--- src/rtl/pad_gpio_ctrl.sv ---
// GPIO pad controller: registered pad drive/tristate, synchronised and
// glitch-filtered pad input with edge pulses and sticky edge interrupts.
module pad_gpio_ctrl #(
    parameter int WIDTH  = 16,
    parameter int FILT_W = 4
) (
    input  logic              HCLK,
    input  logic              HRESETn,
    input  logic [WIDTH-1:0]  out_data,
    input  logic [WIDTH-1:0]  out_en,
    output logic [WIDTH-1:0]  pad_o,
    output logic [WIDTH-1:0]  pad_t,
    input  logic [WIDTH-1:0]  pad_i,
    input  logic [FILT_W-1:0] filt_cfg,
    output logic [WIDTH-1:0]  in_data,
    output logic [WIDTH-1:0]  rise_pulse,
    output logic [WIDTH-1:0]  fall_pulse,
    input  logic [WIDTH-1:0]  irq_en,
    input  logic [WIDTH-1:0]  irq_clr,
    output logic [WIDTH-1:0]  irq_status,
    output logic              irq
);

    logic [WIDTH-1:0]             s1;
    logic [WIDTH-1:0]             s2;
    logic [WIDTH-1:0][FILT_W-1:0] cnt;

    // Output path; pads stay tristated while in reset.
    always_ff @(posedge HCLK or negedge HRESETn) begin
        if (!HRESETn) begin
            pad_o <= '0;
            pad_t <= '1;
        end else begin
            pad_o <= out_data;
            pad_t <= ~out_en;
        end
    end

    always_ff @(posedge HCLK or negedge HRESETn) begin
        if (!HRESETn) begin
            s1 <= '0;
            s2 <= '0;
        end else begin
            s1 <= pad_i;
            s2 <= s1;
        end
    end

    // The >= compare keeps cnt bounded by filt_cfg even if the threshold
    // is lowered mid-count, so the counter can never wrap.
    always_ff @(posedge HCLK or negedge HRESETn) begin
        if (!HRESETn) begin
            in_data    <= '0;
            cnt        <= '0;
            rise_pulse <= '0;
            fall_pulse <= '0;
        end else begin
            rise_pulse <= '0;
            fall_pulse <= '0;
            for (int i = 0; i < WIDTH; i++) begin
                if (s2[i] != in_data[i]) begin
                    if (cnt[i] >= filt_cfg) begin
                        in_data[i]    <= s2[i];
                        cnt[i]        <= '0;
                        rise_pulse[i] <= s2[i];
                        fall_pulse[i] <= ~s2[i];
                    end else begin
                        cnt[i] <= cnt[i] + FILT_W'(1);
                    end
                end else begin
                    cnt[i] <= '0;
                end
            end
        end
    end

    // A new edge outranks a simultaneous clear so no event is lost.
    always_ff @(posedge HCLK or negedge HRESETn) begin
        if (!HRESETn) begin
            irq_status <= '0;
        end else begin
            irq_status <= (irq_status & ~irq_clr) | ((rise_pulse | fall_pulse) & irq_en);
        end
    end

    assign irq = |irq_status;

endmodule

--- config.mk ---
export PLATFORM = sky130hd
export DESIGN_NAME = pad_gpio_ctrl
export DESIGN_NICKNAME = d
export VERILOG_FILES = /design/src/rtl/pad_gpio_ctrl.sv
export SDC_FILE = /design/constraint.sdc
export NUM_CORES = 1
export LEC_CHECK = 0
export ABC_CLOCK_PERIOD_IN_PS = 2100
export CAP_MARGIN = 20
export CORE_MARGIN = 5
export CORE_UTILIZATION = 51
export DETAILED_ROUTE_END_ITERATION = 10
export PLACE_DENSITY = 0.8
export RECOVER_POWER = 25
export SLEW_MARGIN = 25
export SYNTH_ARGS = -nofsm -noshare
export SYNTH_HDL_FRONTEND = slang
export SYNTH_SLANG_ARGS = --single-unit
--- constraint.sdc ---
create_clock -name HCLK -period 2.1 [get_ports HCLK]
set_input_delay 0.42 -clock HCLK [delete_from_list [all_inputs] [get_ports HCLK]]
set_output_delay 0.42 -clock HCLK [all_outputs]
set_load 0.01 [all_outputs]
# == Word-level counts from Yosys, hierarchy flattened ==
# Cells that the tools add are included.
# classes
addsub,16
order_cmp,16
eq_ne,16
n_mux,96
bitwise,22
n_reduce_logical,17
# ops
operator,count
$mux 4,32
$add 4x1->4 const B,16
$ge 4x4->1,16
$mux 1,64
$and 16x16->16,2
$not 16->16,2
$or 16x16->16,2
$reduce_and 2->1,16
$ne 1x1->1,16
$not 1->1,16
$reduce_or 16->1,1
# word_totals
regBits,192
in_bits,86
word_cells,222

# == Logic depth before layout (Yosys ltp) ==
# Gate-level depths: netlist of the first run.
# logic_depth
depth_word,3
mapped_depth,6

# == Worst setup path after synthesis of the first run ==
# OpenSTA, ideal clock, no wires.
# synth_timing
path_kind,input -> register
startpoint,in filt_cfg[1]
endpoint,reg in_data[0]
arrival_ns,1.809
path_slack_ns,0.166
stages,5
n_path_buf,0
path_cell_list,inv_1 -> ha_1 -> a2111oi_4 -> or2_4 -> mux2_4
# synth_via
elab_chain_cells,2
# synth_rtl
item,line,text
from (decl),14,"input logic [FILT_W-1:0] filt_cfg,"
$ge 4x4->1,62,if (cnt[i] >= filt_cfg) begin
$reduce_and 2->1 (no line),n/a,
"to (signal, indexed assignment)",63,in_data[i] <= s2[i];
to (decl),15,"output logic [WIDTH-1:0] in_data,"
# No other way between the ends.
# A chain may end at the register's enable or synchronous reset.

# == Worst setup path in the final report of the first run ==
# layout_timing
startpoint,reg irq_status[3]
endpoint,out irq
# layout_via
elab_chain_cells,1
# layout_rtl
item,line,text
from (decl),20,"output logic [WIDTH-1:0] irq_status,"
from (signal assigned),82,irq_status <= (irq_status & ~irq_clr) | ((rise_pulse | fall_pulse) & irq_en);
$reduce_or 16->1,86,assign irq = |irq_status;
to (decl),21,output logic irq
# No other way between the ends.

==> results of run 1 <==
-- flip-flops by register name (all words and copies together) (netlist names) --
signal      count
cnt            64
fall_pulse     16
in_data        16
irq_status     16
pad_o          16
pad_t          16
rise_pulse     16
s1             16
s2             16
-- worst paths after layout --
kind / slack (ns) / startpoint / end / depth (start not counted)
max in group asynchronous: 0.89 / HRESETn / s2[14] / 3
setup / recovery: 0.1 / irq_status[3] / irq / 4
hold reg to reg: 0.35 / s1[1] / s2[1] / 0
setup reg to reg: 0.26 / cnt[8] / in_data[2] / 6
hold / removal: 0.35 / s1[1] / s2[1] / 0
min in group asynchronous: 0.55 / HRESETn / s2[9] / 2
-- what timing repair did --
action,4_1_cts,5_1_grt
hold endpoints to repair,38,0
hold buffers,1,0
gates resized for setup,10,1
pin swaps,0,2
cloned,0,1
setup buffers,2,0
setup endpoints to repair,1,2
-- power groups by stage --
stage                     logic [mW]  clock network [mW]  registers [mW]
after floorplan                 2.46                   0            5.04
after global placement          3.95                   0            5.00
after detailed placement        4.11                   0            5.06
after CTS                       4.17                3.20            5.02
after global routing            4.49                3.37            5.12
final                           4.09                3.11            5.02
-- metal layers --
layer	global-route usage, %	part of all wire [%]
met3	7.68	8.5
met5	0	0
met2	31.7	49
met1	22.9	41
met4	5.15	1.2
-- layout by cell type (no fill, tap or decap), drive strengths merged, types with 22 or more instances in the layout --
cell type / netlist / layout
buf: 0 / 29
clkbuf: 0 / 22
clkdlybuf4s50: 0 / 131
dfrtp: 176 / 176
dlygate4sd3: 0 / 49
ha: 80 / 80
inv: 51 / 57
nor2: 64 / 64
nor3b: 32 / 32
o21ai: 48 / 48
xor2: 32 / 32
-- kinds of logic after synthesis --
group                      synth area share, %
AOI/OAI and AO/OA                         9.36
DFF                                       56.4
muxes                                     2.81
buffers and inverters                     2.24
adders and majority gates                 11.7
xor gates and xnor gates                  4.92
and+or+nand+nor                           12.5
-- worst register-to-register path: cells and delay by family (launching register included) --
family / cells / cell delay, ns
DFF: 1 / 0.41
buffers and inverters: 1 / 0.07
AOI/OAI and AO/OA: 1 / 0.35
muxes: 1 / 0.29
and+or+nand+nor: 2 / 0.34
adders and majority gates: 1 / 0.28
-- cell type report --
| cell class | count | area share, % |
|---|---|---|
| sequential | 192 | 41.6 |
| tap | 220 | 2.38 |
| multi-input combinational | 389 | 30.8 |
| timing repair buffer | 213 | 18.5 |
| clock buffer | 19 | 3.82 |
| clock inverter | 13 | 1.11 |
| antenna | 2 | 0.0432 |
| inverter | 51 | 1.65 |
==> reports/metrics.cfg, run 1 <==
[critical_path]
slowest_delay_ns = 0.43
crit_required_ns = 1.68
crit_slowest_cell = dfrtp_1
worst-path-max-fanout = 2
critPathKind = reg -> out
critical_path_arrival_ns = 1.58
cpLargestDelayFamily = flip-flops
crit_chain = nor4_4 > buf_4 > nand4_1 > buf_2
crit_path_end_kind = output pin
start_kind = flop
worst-path-buf-inv = 2

[floorplanning]
dieArea_sq_mm = 0.0195
start_util_pct = 51.7
die_h_microns = 139
io_pins = 183
die_w_microns = 139
rows = 47
coreArea_sq_mm = 0.0165

[clock_tree]
clk_pin_slew_ns = 0.07
clockRootBuffer = clkbuf_16
clock_latency_ns = 0.42
cts-htree-levels = 4
clock-sinks = 192
numCtsBuffers = 17
clockBufferDepth = 2
cts_tree = yes

[run_status]
status = finished clean

[yosys]
yosysTopAreaCellShare_pct = 51.5
syn_area_sq_mm = 0.00855
synthTopCellsByArea = dfrtp_1 52%, ha_1 12%, a2111oi_4 5.2%
syn_avg_cell_area_sq_um = 13.5
synth_top_area_cell = dfrtp_1
ys_ff_latch = 192
synth_enable_flop_cells = 0
syn-instance-count = 632
synthTopCellsByCount = 176 x dfrtp_1, 80 x ha_1, 64 x nor2_1, 51 x inv_1, 48 x o21ai_0
seq_area_frac_synth_pct = 56.4
synth_ff_type = dfrtp_1
yosys_warnings = 0
synth_cell_types = 18
synth.most_common_cell = dfrtp_1
ys_async_sr_fraction_pct = 100
synth_nets = 798

[cells_and_area]
regArea_sq_mm = 0.00483
final_nets = 1030
fill_cells = 1139
fin_util_pct = 70.1
fin_cells = 1099
multi_input_area_sq_mm = 0.00357
finish.instance_area_sq_mm = 0.0116
drive_above_1_share_pct = 18.5
synthToLayoutAreaGrowth_pct = 35.5

[power_and_ir_drop]
intPower_mw = 8.46
p_leak_nw = 5.37
pwr-share-comb_pct = 33.5
p_per_area_mw_per_mm2 = 1050
seq_power_share_pct = 41.1
switching_share_pct = 30.7
power_mw = 12.2
ir_drop_v = 0.000628
p_sw_mw = 3.75
pwr-share-clk_pct = 25.4

[drt]
viasPerCell = 5.07
first_iter_violations = 207
wl_microns = 18200
vias = 5572
dr.pass1.iters = 5
drtAntennaViolNets = 0
wire_per_inst_microns = 16.6
remaining_drc_errors = 0

[timing]
max_freq_mhz = 499
fin_crit_ns = 2.00
worstMarginPinSlew_ns = 0.468
fin_crit_sh_pct = 95.4
slew_headroom_pct = 68.4
setup_viol = 0
finalSetupTns_ns = 0
drv_slew = 0
hold_violations = 0
skew_ns = 0.00580
holdWs_ns = 0.351
rsz0062_at_grt = false
setup_slack_ns = 0.0966

[global_routing]
grtUsageTotal_pct = 19.0
grt_pass1_wl_microns = 29700
grt_max_degree = 59
grt_pass1_vias = 6071
overflow = 0
grt_antenna_before_repair = 2

[place]
dp_worst_setup_slack_ns = -0.384
io_buffers = 182
dp.cells = 1061
gp_congestion = 0.802
place_area_sq_mm = 0.0109
hpwl_microns = 13500

[job]
cap_violations = 0

[min_path]
hold_path_class = reg -> reg

Note: power is estimated with default switching activity, not from simulation.
==> run 2, diff against run 1 <==
--- a/config.mk
+++ b/config.mk
@@ -8,9 +8,10 @@
 export ABC_CLOCK_PERIOD_IN_PS = 2100
 export CAP_MARGIN = 20
 export CORE_MARGIN = 5
-export CORE_UTILIZATION = 51
+export CORE_UTILIZATION = 53
+export CTS_BUF_LIST = sky130_fd_sc_hd__clkbuf_4
 export DETAILED_ROUTE_END_ITERATION = 10
-export PLACE_DENSITY = 0.8
+export PLACE_DENSITY = 0.83
 export RECOVER_POWER = 25
 export SLEW_MARGIN = 25
 export SYNTH_ARGS = -nofsm -noshare
==> run 2 against run 1 <==
Compared with the run above: the flow now finishes with violations (negative setup slack); clock power is 34% lower; sequential share of layout area increased by 1.1 points; highest routed layer is now met5; cell count did not move.
==> reports/metrics.cfg, run 2 (same netlist as run 1, synthesis figures left out) <==
[run_status]
status = finished with violations
violations = negative setup slack

[timing]
fin_crit_sh_pct = 104
hold_violations = 0
fin_crit_ns = 2.18
setup_slack_ns = -0.0850
rsz0062_at_grt = true
drv_slew = 0
slew_headroom_pct = 33.2
setup_viol = 1
worstMarginPinSlew_ns = 1.00
max_freq_mhz = 458
skew_ns = 0.0101
holdWs_ns = 0.368

[place]
hpwl_microns = 13700
gp_congestion = 0.754
dp_worst_setup_slack_ns = -0.391
io_buffers = 182

[cells_and_area]
synthToLayoutAreaGrowth_pct = 32.4
final_common_cell = dfrtp_1
final_nets = 1035
drive_above_1_share_pct = 20.3
largest_register_ffs = 64
final_cell_mix = 165 x dfrtp_1, 100 x clkdlybuf4s50_1, 80 x ha_1
regMostFlops = cnt

[drt]
vias = 5605
wl_microns = 18300
remaining_drc_errors = 0
dr.pass1.iters = 4
wire_per_inst_microns = 16.6
first_iter_violations = 174
viasPerCell = 5.10
drtAntennaViolNets = 0

[floorplanning]
coreArea_sq_mm = 0.0158
die_w_microns = 137
die_h_microns = 137
dieArea_sq_mm = 0.0188
io_pins = 183
start_util_pct = 54.0
rows = 46

[global_routing]
grt_pass1_vias = 6098
overflow = 0
grtUsageTotal_pct = 20.3
grt_pass1_wl_microns = 29500
grt_max_degree = 64
grt_antenna_before_repair = 2

[critical_path]
r2r_slack_ns = 0.23
worst-path-max-fanout = 2
critPathKind = reg -> out
start_kind = flop
critical_path_arrival_ns = 1.76
crit_required_ns = 1.68
crit_path_end_kind = output pin

[clock_tree]
clk_pin_slew_ns = 0.15
clockRootBuffer = clkbuf_4
clockBufferDepth = 2
numCtsBuffers = 17
clock_latency_ns = 0.57
cts-htree-levels = 4
clock-sinks = 192
cts_tree = yes

[power_and_ir_drop]
switching_share_pct = 32.6
pwr-share-comb_pct = 37.3
ir_drop_v = 0.000639
p_sw_mw = 3.65
p_per_area_mw_per_mm2 = 991
seq_power_share_pct = 44.5
pwr-share-clk_pct = 18.2
p_leak_nw = 5.40
intPower_mw = 7.56

[min_path]
hold_path_class = reg -> reg

[job]
cap_violations = 0

==> run 2: changes by cell type in the layout (fill, tap and decap cells not counted), moves of 3 or more <==
cell	change
dfrtp_2	+10
clkdlybuf4s50_1	-31
dfrtp_1	-10
clkbuf_16	-18
clkbuf_4	+19
inv_6	-4
dlygate4sd2_1	+22
dlymetal6s2s_1	+9
clkinvlp_4	+3
buf_4	+6
==> run 2: final cells by class <==
| cell class | count | area, sq um |
|---|---|---|
| well taps | 216 | 270 |
| fillers | 1049 | 4510 |
| clock inverters | 13 | 155 |
| repair buffers | 218 | 2150 |
| clock buffers | 19 | 143 |
| inverters | 51 | 191 |
| multi-input cells | 389 | 3560 |
| flip-flops and latches | 192 | 4840 |
| diodes | 1 | 2.50 |
==> run 2: power groups by stage <==
stage / clock network [mW] / registers (mW) / logic [mW]
after detailed placement: 0 / 5.06 / 4.14
final: 2.04 / 4.99 / 4.18
after global routing: 2.26 / 5.09 / 4.60
after CTS: 2.10 / 5.01 / 4.17
after global placement: 0 / 5.01 / 3.95
after floorplan: 0 / 5.04 / 2.46
==> run 2: through the flow <==
stage	instance area [sq um]	total power, mW	util (%)	setup TNS [ns]	cells
global route	11300	12.0	71.5	-0.248	1099
CTS	11200	11.3	71.1	-0.147	1092
global placement	10900	8.96	69.0	-22.05	1056
detailed placement	10900	9.19	69.0	-25.85	1056
finish	11300	11.2	71.5	-0.0850	1099
floorplan	8550	7.50	-	0	632
==> run 2: final timing paths <==
path                       cells past startpoint         end      startpoint
hold reg to reg                                0       s2[6]           s1[6]
max in group asynchronous                      3  in_data[3]         HRESETn
min in group asynchronous                      2       s2[8]         HRESETn
setup reg to reg                               6  in_data[7]         cnt[28]
hold / removal                                 0       s2[6]           s1[6]
setup / recovery                               4         irq  irq_status[11]
==> run 2: what timing repair did <==
action,in CTS,in global routing
setup buffers,3,6
endpoints found under the hold margin,35,0
hold buffers,1,0
pin swaps,3,1
gates resized for setup,34,17
gates cloned,0,0
setup endpoints to repair,23,20
==> run 2: critical path: stages (launching register included) <==
cell	delay, ns
dfrtp_1	0.47
nor4_2	0.29
buf_4	0.16
nand4_1	0.11
buf_2	0.18
==> run 2: layer usage <==
layer	vias to the layer above	global-route usage, %	share of wire [%]
met5	-	0	0.071
met2	173	35.0	51
met3	17	9.93	10
li1	2645	-	-
met4	2	4.10	0.85
met1	2768	23.1	38
